`config.mk`:
```
export PLATFORM = sky130hd
export DESIGN_NAME = rr_mux_8to1
export DESIGN_NICKNAME = d
export VERILOG_FILES = /design/src/rtl/rr_mux_8to1.sv
export SDC_FILE = /design/constraint.sdc
export NUM_CORES = 1
export LEC_CHECK = 0
export BUFFER_PORTS_ARGS = -buffer_cell sky130_fd_sc_hd__buf_4
export CAP_MARGIN = 20
export CORE_MARGIN = 2
export CORE_UTILIZATION = 35
export DETAILED_ROUTE_END_ITERATION = 12
export PLACE_DENSITY = 0.65
export REMOVE_ABC_BUFFERS = 1
export SLEW_MARGIN = 20
export SYNTH_ARGS = -nofsm -noshare
export SYNTH_HDL_FRONTEND = slang
export SYNTH_SLANG_ARGS = --single-unit
```
`constraint.sdc`:
```
create_clock -name clk -period 5.3 [get_ports clk]
set_input_delay 1.06 -clock clk [delete_from_list [all_inputs] [get_ports clk]]
set_output_delay 1.06 -clock clk [all_outputs]
set_load 0.01 [all_outputs]
```
`src/rtl/rr_mux_8to1.sv`:
```
// Round-robin 8:1 stream collector with a registered one-entry output stage.
// Each output word is tagged with the 3-bit index of the lane it came from.
module rr_mux_8to1 #(
    parameter int unsigned WIDTH = 8
) (
    input  logic               clk,
    input  logic               rst,
    input  logic [7:0]         in_valid,
    input  logic [8*WIDTH-1:0] in_data,
    output logic [7:0]         in_ready,
    output logic               out_valid,
    output logic [WIDTH-1:0]   out_data,
    output logic [2:0]         out_sel,
    input  logic               out_ready
);

    logic [2:0]       ptr;
    logic [2:0]       grant;
    logic [2:0]       idx;
    logic             grant_valid;
    logic             can_load;
    logic             xfer;
    logic [WIDTH-1:0] grant_data;

    // First valid lane scanning ptr, ptr+1, ... with 3-bit wraparound.
    always_comb begin
        grant_valid = 1'b0;
        grant       = '0;
        idx         = '0;
        for (int unsigned k = 0; k < 8; k++) begin
            idx = ptr + 3'(k);
            if (!grant_valid && in_valid[idx]) begin
                grant_valid = 1'b1;
                grant       = idx;
            end
        end
    end

    assign can_load   = !out_valid || out_ready;
    assign xfer       = grant_valid && can_load && !rst;
    assign in_ready   = xfer ? (8'(1) << grant) : '0;
    assign grant_data = in_data[grant*WIDTH +: WIDTH];

    always_ff @(posedge clk or posedge rst) begin
        if (rst) begin
            ptr       <= '0;
            out_valid <= 1'b0;
            out_data  <= '0;
            out_sel   <= '0;
        end else if (xfer) begin
            out_valid <= 1'b1;
            out_data  <= grant_data;
            out_sel   <= grant;
            ptr       <= grant + 3'd1;
        end else if (out_ready) begin
            out_valid <= 1'b0;
        end
    end

endmodule

```
# Word level (Yosys, flattened, before mapping)
# Cells that the tools add are included.
# W data, S select, Z words.
# totals
regBits,15
word_cells,77
output_inout_bits,20
input_bits,75
# classes
mux,35
reduce_logical,20
magnitude_cmp,8
n_shift,2
n_addsub,8
# op_table
operator,n
$shiftx A64 B7 Y8,1
$lt A3 B4 Y1 const B,8
$bmux W1 S3,8
$mux W3,8
$mux W1,18
$add A3 B3 Y3 const B,4
$logic_and A1 B1 Y1,9
$logic_not A1 Y1,9
$mux W8,1
$shl A1 B3 Y8 const A,1
$add A3 B1 Y3 const B,2
$add A3 B2 Y3 const B,2
$reduce_bool A2 Y1,1
$logic_or A1 B1 Y1,1

# Logic depth before layout (Yosys ltp)
# depth
word_depth,27
ltp_mapped,17
mapped_depth_nobuf,12

# Least setup slack after synthesis
# Ideal clock, no wire load.
# synth_timing
path_type,register to output
start,register ptr[0]
end,output in_ready[4]
path_buffers,5
t_arrival_ns,3.658
path_slack_ns,0.582
path_stages_with_launch,16
required_time_ns,4.240
cell_sequence,dfrtp_1 > buf_4 > buf_2 > inv_2 > ha_1 > buf_6 > buf_4 > mux2i_1 > o221a_2 > a22oi_1 > nor3_1 > a21o_1 > o21bai_1 > buf_2 > or2_2 > nor3_1
# synth_between
elab_chain_cells,27
elab_cells_between_ends,57
classes_between,add/sub: 7; shift: 1; mux: 33; reduce/logical: 16
# synth_rtl
element,line_no,source
from (decl),17,logic [2:0] ptr;
from (signal assigned),54,ptr <= grant + 3'd1;
"parallel branches: the longest is 26 deep, another holds $add A3 B1 Y3",-,
$mux W8 (*),41,assign in_ready = xfer ? (8'(1) << grant) : '0;
to (decl),10,"output logic [7:0] in_ready,"
# Mark *: on every way between the ends. The select of a mux whose other input is x is not followed.

# Worst setup path after layout
# layout_timing
start,register ptr[0]
end,output in_ready[0]
# Same word-level chain as after synthesis.

==> flow_summary.toml <==
[yosys]
synth_top_area_share_pct = 15.3
synth_top_cells_by_area = "mux4_2 (15%), dfrtp_1 (14%), mux2i_1 (8.3%), nand2_1 (5.5%), mux2_2 (5.1%)"
yosysTopAreaCell = "mux4_2"
ys_seq_area_share_pct = 14.2
synth.cell_area_sq_um = 2640
synthCells = 300
synth_edf_count = 0
yosys_warnings = 0
synthArstFlopShare_pct = 100
synth.distinct_cells = 62
ys_ff_latch = 15
synth-main-ff-cell = "dfrtp_1"
avgSynthCellArea_sq_um = 8.80

[place]
place_congestion = 0.859
pre_cts_ws_ns = 0.518
dpl.hpwl_um = 6200
port_buffers = 94

[timing]
final_max_slew_viol_count = 0
max_freq_mhz = 200
whs_ns = 0.480
fin_crit_sh_pct = 94.4
worst_slew_pin_slew_ns = 0.871
setup_viol = 0
fin_ws_ns = 0.296
slew_headroom_pct = 41.5
rsz0062_at_grt = "false"
layout_min_cycle_time_ns = 5.00
finalHoldViolCount = 0
fin_tns_setup_ns = 0
finalClockSkew_ns = 0.00552

[clock_tree]
post_cts_resized = 0
cts-buffers-inserted = 3
cts_buffer_depth = 2
cts_setup_buffers = 0
cts.clk_slew.worst_paths_ns = 0.06
htree_levels = 1
tritoncts = "built"
clk-insertion-delay-late_ns = 0.25
cts_sinks = 15
cts-root-buf = "clkbuf_8"
cts_hold_buf = 0

[run]
maxCapViolations = 0

[critical_path]
worstReg2RegStart = "ptr[0]"
cp-end-kind = "primary output"
critPathKind = "flop to primary output"
cp.buffers_inverters = 4
cp_top_family = "multiplexers"
cp_max_fo = 10
startpoint_type = "flop"
cpPeakStageDelay_ns = 0.63
arrival_ns = 3.94
worstPathRequired_ns = 4.24
path_cells = "inv_2, ha_1, mux4_2, mux2i_2, o31ai_1, nor3_1, a32o_1, nor2b_1, buf_4, inv_1, nor3_1, buf_4"
cp-startpoint = "ptr[0]"
worst_path_max_delay_cell = "mux4_2"

[final_layout]
fill_cells = 737
nets = 461
antenna_cells = 0
utilization_pct = 47.3
final_layout_size_suffix_gt1_share_pct = 40.3
layout_common_cells = "buf_4 (103), nand2_1 (39), mux2i_1 (22), nor2_1 (22), mux4_2 (18)"
layout_commonest_cell = "buf_4"
area_delta_synth_final_pct = 30.6

[die]
io_pins = 95
die-width_um = 90.9
core-area_sq_um = 7290
die_y_um = 90.9
start_util_pct = 36.2
num_rows = 31
die-area_sq_um = 8260

[grt]
antenna_found_initial = 0
grt_overflow = 0
grt_usage_pct = 18.5
grt_pass1_vias = 2462
grt_max_degree = 37
grt_pass1_wl_um = 12700

[run_status]
status = "finished, final reports clean"

[routing]
postRouteWirelength_um = 7860
avgRoutedWirePerCell_um = 16.3
top_layer_used = "met4"
vias = 2668
met1_length_um = 3530
routed-wl-met3_um = 369
antenna_left = 0
wl_met2_um = 3900
dr.pass1.iters = 4
drt_iter0_drc = 179
drc_errors = 0
viasPerCell = 5.55

[power_and_ir_drop]
p_leak_nw = 1.51
power.switching_mw = 1.55
pwr-share-seq_pct = 7.6
internal_power_mw = 1.41
clock_power_share_pct = 3.1
p_per_area_nw_per_um2 = 858
switching_share_pct = 52.3
combinationalPowerShare_pct = 89.3
peakVddDrop_v = 0.000293

[worst_hold_path]
hold_path.class = "flop to flop"
min_from = "out_sel[2]"
==> synth_stat cells (all sizes together) (2+ instances only) <==
cell / count
a21oi: 5
xor2: 3
nand2b: 3
nor3: 13
a221oi: 8
o21ai: 9
buf: 18
mux2i: 23
and2: 10
inv: 9
xnor2: 2
a22oi: 2
nor4b: 2
o211ai: 16
nand2: 39
o21a: 2
nand3: 9
ha: 3
clkbuf: 7
a211oi: 8
mux4: 18
nor2b: 3
nor2: 24
o22ai: 2
or4b: 7
a21o: 4
mux2: 17
dfrtp: 15
==> power by group through the flow <==
stage / combinational [mW] / clock [mW] / sequential [mW]
after floorplan: 1.86 / 0 / 0.296
after global placement: 2.64 / 0 / 0.220
after detailed placement: 2.65 / 0 / 0.224
after CTS: 2.66 / 0.0936 / 0.223
after global routing: 2.91 / 0.100 / 0.232
final: 2.64 / 0.0918 / 0.225
==> flip-flops by register name, summed over array words and instances, names as in the netlist <==
name,flops
out_data,8
out_sel,3
out_valid,1
ptr,3
==> per-stage QoR <==
stage	instance area (sq um)	total power, mW	std cells
after global placement	3400	2.86	477
after floorplan	2500	2.16	275
after global routing	3450	3.25	481
after CTS	3450	2.98	481
final	3450	2.96	481
after detailed placement	3400	2.88	477
==> path summary, 6_finish.rpt <==
| path | end | slack (ns) | cells after the start |
|---|---|---|---|
| max | in_ready[0] | 0.30 | 12 |
| min | out_sel[2] | 0.48 | 2 |
| max reg2reg | out_data[6] | 1.21 | 11 |
| min reg2reg | out_sel[2] | 0.48 | 2 |
| max in group asynchronous | ptr[2] | 4.05 | 2 |
| min in group asynchronous | out_data[5] | 0.88 | 2 |
==> worst min-delay path, delay by kind of cell (launching register included) <==
family	cells	cell delay [ns]
flip-flops	1	0.34
AND/OR/NAND/NOR	2	0.10
==> final cells by class <==
| class | count | area (sq um) | area share (%) |
|---|---|---|---|
| tap | 99 | 124 | 3.59 |
| multi-input combinational | 251 | 2100 | 60.8 |
| clock buffer | 4 | 45.0 | 1.31 |
| sequential | 15 | 375 | 10.9 |
| inverter | 9 | 33.8 | 0.979 |
| timing repair buffer | 103 | 773 | 22.4 |
==> routing by layer <==
metal | GRT usage, % | vias to the layer above
li1 | - | 1318
met1 | 25.8 | 1265
met2 | 31.0 | 79
met3 | 1.42 | 6
met4 | 4.67 | 0
met5 | 0 | -
==> kinds of logic (layout without fill, tap and decap cells) <==
kind of cell | count (synthesis) | count (layout) | share of synthesized area, %
xor gates and xnor gates | 5 | 5 | 1.66
muxes | 58 | 58 | 31.5
and+or+nand+nor | 115 | 115 | 23.4
buffers and inverters | 34 | 116 | 6.77
DFF | 15 | 15 | 14.2
AOI/OAI and AO/OA | 70 | 70 | 21.1
adders and majority gates | 3 | 3 | 1.42
Note: power is estimated with default switching activity, not from simulation.
